<file path="config.mk">
export PLATFORM = sky130hd
export DESIGN_NAME = cp0_flat
export DESIGN_NICKNAME = d
export VERILOG_FILES = /design/src/rtl/cp0_pkg.sv /design/src/rtl/cp0_if.sv /design/src/rtl/cp0.sv /design/src/flat_wrapper.sv
export SDC_FILE = /design/constraint.sdc
export NUM_CORES = 1
export LEC_CHECK = 0
export ABC_AREA = 1
export BUFFER_PORTS_ARGS = -buffer_cell sky130_fd_sc_hd__buf_4
export CAP_MARGIN = 20
export CORE_ASPECT_RATIO = 1.25
export CORE_MARGIN = 8
export CORE_UTILIZATION = 45
export DETAILED_ROUTE_END_ITERATION = 16
export GPL_TIMING_DRIVEN = 0
export PLACE_DENSITY = 0.79
export SETUP_SLACK_MARGIN = 0.1
export SLEW_MARGIN = 10
export SYNTH_ARGS = -nofsm -noshare
export SYNTH_HDL_FRONTEND = slang
export SYNTH_SLANG_ARGS = --single-unit
</file>
<file path="constraint.sdc">
create_clock -name clk -period 4.6 [get_ports clk]
set_clock_uncertainty 0.15 [all_clocks]
set_input_delay 0.23 -clock clk [delete_from_list [all_inputs] [get_ports clk]]
set_output_delay 0.23 -clock clk [all_outputs]
set_load 0.02 [all_outputs]
</file>
<file path="src/rtl/cp0_pkg.sv">
// cp0_pkg: shared CP0 settings -- register indices, field ranges, exception codes and handler address.
package cp0_pkg;
    localparam logic [4:0] SRIdx = 5'd12;
    localparam logic [4:0] CauseIdx = 5'd13;
    localparam logic [4:0] EPCIdx = 5'd14;
    localparam logic [4:0] PRIdIdx = 5'd15;
    localparam int IMRangeHi = 15;
    localparam int IMRangeLo = 10;
    localparam int IPRangeHi = 15;
    localparam int IPRangeLo = 10;
    localparam int ExcCodeFieldRangeHi = 6;
    localparam int ExcCodeFieldRangeLo = 2;
    localparam logic [4:0] ExcCodeInt = 5'd0;
    localparam logic [4:0] ExcCodeAdEL = 5'd4;
    localparam logic [4:0] ExcCodeAdES = 5'd5;
    localparam logic [31:0] HandlerAddr = 32'h0000_4180;
    localparam logic [31:0] PRIdDefault = 32'h4448_5937;

    // Delay-slot instructions restart at the branch, one word earlier.
    function automatic logic [31:2] epc_of(input logic [31:0] pc, input logic bd);
        logic [31:0] t;
        t = bd ? pc - 32'd4 : pc;
        return t[31:2];
    endfunction
endpackage

</file>
<file path="src/rtl/cp0_if.sv">
// cp0_if: MEM-stage pipeline <-> CP0 signal bundle.
interface cp0_if;
    logic [4:0] A1;
    logic [4:0] A2;
    logic [31:0] DIn;
    logic WE;
    logic [31:0] PC_M;
    logic BD_M;
    logic [4:0] ExcCode_M;
    logic [5:0] HWInt;
    logic EXLClr;
    logic [31:0] DOut;
    logic Req;
    logic [31:0] EPC;
    logic [31:0] HandlerPC;

    modport master (
        output A1, A2, DIn, WE, PC_M, BD_M, ExcCode_M, HWInt, EXLClr,
        input DOut, Req, EPC, HandlerPC
    );
    modport slave (
        input A1, A2, DIn, WE, PC_M, BD_M, ExcCode_M, HWInt, EXLClr,
        output DOut, Req, EPC, HandlerPC
    );
endinterface

</file>
<file path="src/rtl/cp0.sv">
// cp0: MEM-stage exception/interrupt arbiter holding SR, Cause, EPC and PRId.
module cp0
    import cp0_pkg::*;
#(
    parameter logic [31:0] PRID_VAL = PRIdDefault,
    parameter logic [31:0] HANDLER_ADDR = HandlerAddr
) (
    input logic clk,
    input logic reset,
    cp0_if.slave bus
);
    logic [5:0] im_q, im_d, ip_q, ip_d;
    logic exl_q, exl_d, ie_q, ie_d, bd_q, bd_d;
    logic [4:0] exc_q, exc_d;
    logic [31:2] epc_q, epc_d;
    logic int_req, exc_req, req, sr_wr, epc_wr;

    always_comb begin
        int_req = (|(bus.HWInt & im_q)) & ie_q & ~exl_q;
        exc_req = (bus.ExcCode_M != ExcCodeInt) & ~exl_q;
        req = int_req | exc_req;
        // An eret owns SR for its cycle; a same-cycle SR write is dropped.
        sr_wr = bus.WE & (bus.A2 == SRIdx) & ~req & ~bus.EXLClr;
        epc_wr = bus.WE & (bus.A2 == EPCIdx) & ~req;
        exl_d = req ? 1'b1 : bus.EXLClr ? 1'b0 : sr_wr ? bus.DIn[1] : exl_q;
        im_d = sr_wr ? bus.DIn[IMRangeHi:IMRangeLo] : im_q;
        ie_d = sr_wr ? bus.DIn[0] : ie_q;
        exc_d = req ? (int_req ? ExcCodeInt : bus.ExcCode_M) : exc_q;
        bd_d = req ? bus.BD_M : bd_q;
        ip_d = bus.HWInt;
        epc_d = req ? epc_of(bus.PC_M, bus.BD_M) : epc_wr ? bus.DIn[31:2] : epc_q;
    end

    always_ff @(posedge clk) exl_q <= reset ? 1'b0 : exl_d;
    always_ff @(posedge clk) im_q <= reset ? '0 : im_d;
    always_ff @(posedge clk) ie_q <= reset ? 1'b0 : ie_d;
    always_ff @(posedge clk) exc_q <= reset ? '0 : exc_d;
    always_ff @(posedge clk) bd_q <= reset ? 1'b0 : bd_d;
    always_ff @(posedge clk) ip_q <= reset ? '0 : ip_d;
    always_ff @(posedge clk) epc_q <= reset ? '0 : epc_d;

    always_comb begin
        bus.DOut = bus.A1 == SRIdx ? {16'd0, im_q, 8'd0, exl_q, ie_q} :
                   bus.A1 == CauseIdx ? {bd_q, 15'd0, ip_q, 3'd0, exc_q, 2'd0} :
                   bus.A1 == EPCIdx ? {epc_q, 2'b00} :
                   bus.A1 == PRIdIdx ? PRID_VAL : 32'd0;
    end

    assign bus.Req = req;
    assign bus.EPC = {epc_q, 2'b00};
    assign bus.HandlerPC = HANDLER_ADDR;
endmodule

</file>
<file path="src/flat_wrapper.sv">
// flat-port wrapper written by rule: the top's interface ports become plain ports
module cp0_flat import cp0_pkg::*;
#(
    parameter logic [31:0] PRID_VAL = PRIdDefault,
    parameter logic [31:0] HANDLER_ADDR = HandlerAddr
)
  (clk, reset, bus_A1, bus_A2, bus_DIn, bus_WE, bus_PC_M, bus_BD_M, bus_ExcCode_M, bus_HWInt, bus_EXLClr, bus_DOut, bus_Req, bus_EPC, bus_HandlerPC);
  cp0_if bus_i ();
  input logic clk;
  input logic reset;
  input wire logic [$bits(bus_i.A1)-1:0] bus_A1;
  input wire logic [$bits(bus_i.A2)-1:0] bus_A2;
  input wire logic [$bits(bus_i.DIn)-1:0] bus_DIn;
  input wire logic [$bits(bus_i.WE)-1:0] bus_WE;
  input wire logic [$bits(bus_i.PC_M)-1:0] bus_PC_M;
  input wire logic [$bits(bus_i.BD_M)-1:0] bus_BD_M;
  input wire logic [$bits(bus_i.ExcCode_M)-1:0] bus_ExcCode_M;
  input wire logic [$bits(bus_i.HWInt)-1:0] bus_HWInt;
  input wire logic [$bits(bus_i.EXLClr)-1:0] bus_EXLClr;
  output wire logic [$bits(bus_i.DOut)-1:0] bus_DOut;
  output wire logic [$bits(bus_i.Req)-1:0] bus_Req;
  output wire logic [$bits(bus_i.EPC)-1:0] bus_EPC;
  output wire logic [$bits(bus_i.HandlerPC)-1:0] bus_HandlerPC;
  assign bus_i.A1 = bus_A1;
  assign bus_i.A2 = bus_A2;
  assign bus_i.DIn = bus_DIn;
  assign bus_i.WE = bus_WE;
  assign bus_i.PC_M = bus_PC_M;
  assign bus_i.BD_M = bus_BD_M;
  assign bus_i.ExcCode_M = bus_ExcCode_M;
  assign bus_i.HWInt = bus_HWInt;
  assign bus_i.EXLClr = bus_EXLClr;
  assign bus_DOut = bus_i.DOut;
  assign bus_Req = bus_i.Req;
  assign bus_EPC = bus_i.EPC;
  assign bus_HandlerPC = bus_i.HandlerPC;
  cp0 #(.PRID_VAL(PRID_VAL), .HANDLER_ADDR(HANDLER_ADDR)) u_core (.clk(clk), .reset(reset), .bus(bus_i));
endmodule
</file>
==> results.py <==
metrics = {
    "worst_setup_path": {
        "critical-path-slowest-cell": "sky130_fd_sc_hd__dlygate4sd3_1",
        "r2r_start": "u_core.im_q[5]$_SDFFE_PP0P_",
        "worst_ep_required_time_ps": 4220,
        "cp_capture_type": "primary output",
        "worstPathBufferInverterCount": 4,
        "rr_worst_depth": 10,
        "cp.arrival_ps": 2000,
        "r2r_slack_ps": 2730,
        "worstSetupStartpoint": "bus_HWInt[5]",
        "critical_path_depth": 10,
        "reg2reg_to": "u_core.epc_q[13]$_SDFFE_PP0P_",
        "path_max_fanout": 10,
        "crit_family": "buffers and inverters",
        "start_kind": "input pin",
        "cp_cell_sequence": "dlygate4sd3_1, buf_4, nand2_1, nand2_1, nor2_1, nand3_1, nand3_1, nand2_4, buf_2, buf_4",
        "max_stage_delay_ps": 530,
        "critPathCapture": "bus_Req",
        "setup.worst_path.class": "in2out",
    },
    "pwr": {
        "pwr-share-comb": 0.332,
        "power-per-cell-area_nw_per_um2": 219.9,
        "power.net_switching_w": 0.0004000,
        "max-vdd-ir-drop_mv": 0.1746,
        "power.switching_fraction": 0.3472,
        "power.sequential.fraction": 0.426,
        "cellLeakagePower_nw": 2.736,
        "power.share.clock": 0.242,
        "internal-power_w": 0.0007521,
    },
    "routing": {
        "detail_route.wirelength_um": 14200,
        "final_antenna_net_count": 0,
        "dr.pass1.iters": 7,
        "wire_per_inst_um": 15.55,
        "drt_iter0_markers": 345,
        "remaining_drc_errors": 0,
        "vias": 4567,
        "drt-vias-per-instance": 5.002,
    },
    "clock_network": {
        "ctsHtreeMaxLevel": 2,
        "cts-root-to-sink-buffers": 2,
        "clkSlewWorstSetupHoldPaths_ps": 100,
        "postCtsResizedCells": 0,
        "clock_sinks": 50,
        "tritoncts": "yes",
        "clk_latency_ps": 300,
        "post_cts.repair.setup_buffers": 0,
        "cts_root_buffer": "sky130_fd_sc_hd__clkbuf_8",
        "number_of_buffers_inserted_during_clock_tree_synthesis": 5,
    },
    "logic_synthesis": {
        "synth_area_leader_cell": "sky130_fd_sc_hd__dfxtp_1",
        "post_synth_and_or_nand_nor_area_fraction": 0.3900,
        "ys_warn_count": 0,
        "yosysTopAreaCellShare": 0.2690,
        "synth.top_cells.by_area": "sky130_fd_sc_hd__dfxtp_1, sky130_fd_sc_hd__nand2_1, sky130_fd_sc_hd__nor2_1",
        "synth_area_in_adders": 0.003362,
        "synth_compound_gate_area_share": 0.1237,
        "syn-instance-count": 621,
        "synthXorXnorAreaFrac": 0.03295,
        "largest_family_of_logic_cells_by_synthesized_area": "simple AND/OR/NAND/NOR gates",
        "netlist_area_um2": 3721,
        "synthesis.area_per_instance_um2": 5.992,
        "synth.mux.area_fraction": 0,
        "synth-seq-area-share": 0.2690,
        "ys_seq_elements": 50,
        "synth_cell_type_count": 33,
    },
    "global_routing": {
        "maximum_number_of_pins_on_one_net_before_global_route_repair": 17,
        "grtUsageTotal": 0.2318,
        "first_global_vias": 4446,
        "grt_remaining_overflow": 0,
        "antenna_found_initial": 0,
        "grt_first_pass_wirelength_um": 22180,
    },
    "die": {
        "floorplan.core_area_um2": 8148,
        "row_count": 37,
        "die_width_um": 97.34,
        "initial_util": 0.4567,
        "dieArea_um2": 11450,
        "io_pins": 187,
        "chipHeight_um": 117.7,
    },
    "timing": {
        "fin_crit_share": 0.5179,
        "hold-worst-slack_ps": 7.548,
        "fin_setup_tns_ps": 0,
        "final_critical_path_setup_slack_ps": 2218,
        "layout_min_cycle_time_ps": 2382,
        "grt_setup_unrepaired": "false",
        "count_of_endpoints_failing_setup_in_the_final_report": 0,
        "finalMaxSlewViolations": 0,
        "worstMarginPinSlew_ps": 555.5,
        "maxSlewHeadroom": 0.6297,
        "highest_clock_frequency_the_design_can_meet_mhz": 419.8,
        "hold_viol_final": 0,
    },
    "run_status": {
        "outcome": "finished clean",
    },
    "place": {
        "post-place-ws_ps": 2508,
        "post-place-cells": 899,
        "place_area_um2": 5081,
        "place.detailed.hpwl_um": 11880,
        "routabilityCongestion": 0.9386,
        "port_buffers": 149,
    },
    "final_layout": {
        "fin_nets": 906,
        "finalInstanceArea_um2": 5240,
        "antenna_cells": 0,
        "fin_cells": 913,
        "drive_above_1_share": 0.2745,
        "layout-area-overhead-vs-synth_pct": 40.82,
    },
    "flow_run": {
        "maxCapViolCount": 0,
    },
    "hold_path": {
        "hp-class": "in2reg",
    },
}
[worst min-delay path: cells and delay by family]
kind,cells,cell delay [ps]
buf+inv,2,150
simple gates,1,40
[synthesized netlist by cell type, drive strengths merged]
cell      n
a211oi    1
a21oi    30
a221o     4
a221oi    3
a22o      3
a31oi     5
and2      1
buf      49
clkbuf    6
conb      2
dfxtp    50
ha        1
inv      75
nand2   186
nand3    27
nand4    14
nor2    115
nor3      4
o211ai    8
o21ai    20
o21bai    1
or2       2
xnor2     6
xor2      8
[power by group through the flow]
stage | registers (W) | logic [W] | clock network [W]
after floorplan | 0.000523 | 0.000182 | 0
after global placement | 0.000499 | 0.000370 | 0
after detailed placement | 0.000500 | 0.000373 | 0
after CTS | 0.000490 | 0.000377 | 0.000280
after global routing | 0.000495 | 0.000413 | 0.000295
final | 0.000491 | 0.000383 | 0.000278
[timing repair]
item / CTS / global route
hold buffers: 5 / 1
endpoints found under the setup margin: 0 / 0
hold endpoints to repair: 5 / 1
[sequential cells by signal (all words and copies together), names as in the netlist]
register and count:
u_core.bd_q 1, u_core.epc_q 30, u_core.exc_q 5, u_core.exl_q 1, u_core.ie_q 1, u_core.im_q 6, u_core.ip_q 6
[layer usage]
layer | part of all wire | up-vias | GRT usage
li1 | - | 2265 | -
met1 | 0.39 | 2071 | 0.2591
met2 | 0.51 | 204 | 0.4198
met3 | 0.072 | 27 | 0.04463
met4 | 0.026 | 0 | 0.08832
met5 | 0 | - | 0
[cells in the final DEF (no fill, tap or decap), drive strengths merged, types with 4 or more instances in the layout]
| master | count |
|---|---|
| buf | 198 |
| nand2 | 186 |
| nor2 | 115 |
| inv | 76 |
| dfxtp | 50 |
| conb | 34 |
| a21oi | 30 |
| nand3 | 27 |
| o21ai | 20 |
| nand4 | 14 |
| clkbuf | 12 |
| o211ai | 8 |
| xor2 | 8 |
| xnor2 | 6 |
| dlygate4sd3 | 6 |
| a31oi | 5 |
| nor3 | 4 |
| a221o | 4 |
[per-stage QoR]
step / util / total power (W)
6_report: 0.6431 / 0.001152
5_1_grt: 0.6431 / 0.001203
4_1_cts: 0.6419 / 0.001147
3_5_place_dp: 0.6236 / 0.0008728
3_3_place_gp: 0.6236 / 0.0008692
2_1_floorplan: - / 0.0007052
[how the worst min path moves through the flow]
| stage | cells past startpoint | slack (ps) | from | end |
|---|---|---|---|---|
| after CTS | 3 | 0.8 | bus_HWInt[3] | u_core.ip_q[3]$_SDFF_PP0_ |
| after global routing | 3 | 20 | bus_HWInt[3] | u_core.ip_q[3]$_SDFF_PP0_ |
| after detailed placement | 3 | 300 | bus_HWInt[1] | u_core.ip_q[1]$_SDFF_PP0_ |
| after floorplan | 2 | 190 | bus_HWInt[0] | u_core.ip_q[0]$_SDFF_PP0_ |
| after global placement | 3 | 290 | bus_HWInt[0] | u_core.ip_q[0]$_SDFF_PP0_ |
| final | 3 | 8 | bus_HWInt[3] | u_core.ip_q[3]$_SDFF_PP0_ |
[kinds of logic after synthesis]
kind of cell | count (synthesis)
DFF | 50
other | 2
adders and majority gates | 1
buffers and inverters | 130
xor gates and xnor gates | 14
and+or+nand+nor | 349
AOI/OAI and AO/OA | 75
[cell type report]
cell class	instances	area, µm²
clock inverters	2	16.27
plain buffers	55	381.6
flip-flops and latches	50	1001
inverters	75	284.0
repair buffers	155	1179
multi-input cells	473	2175
well taps	97	121.4
fillers	828	2908
clock buffers	6	82.58
Note: power is estimated with default switching activity, not from simulation.
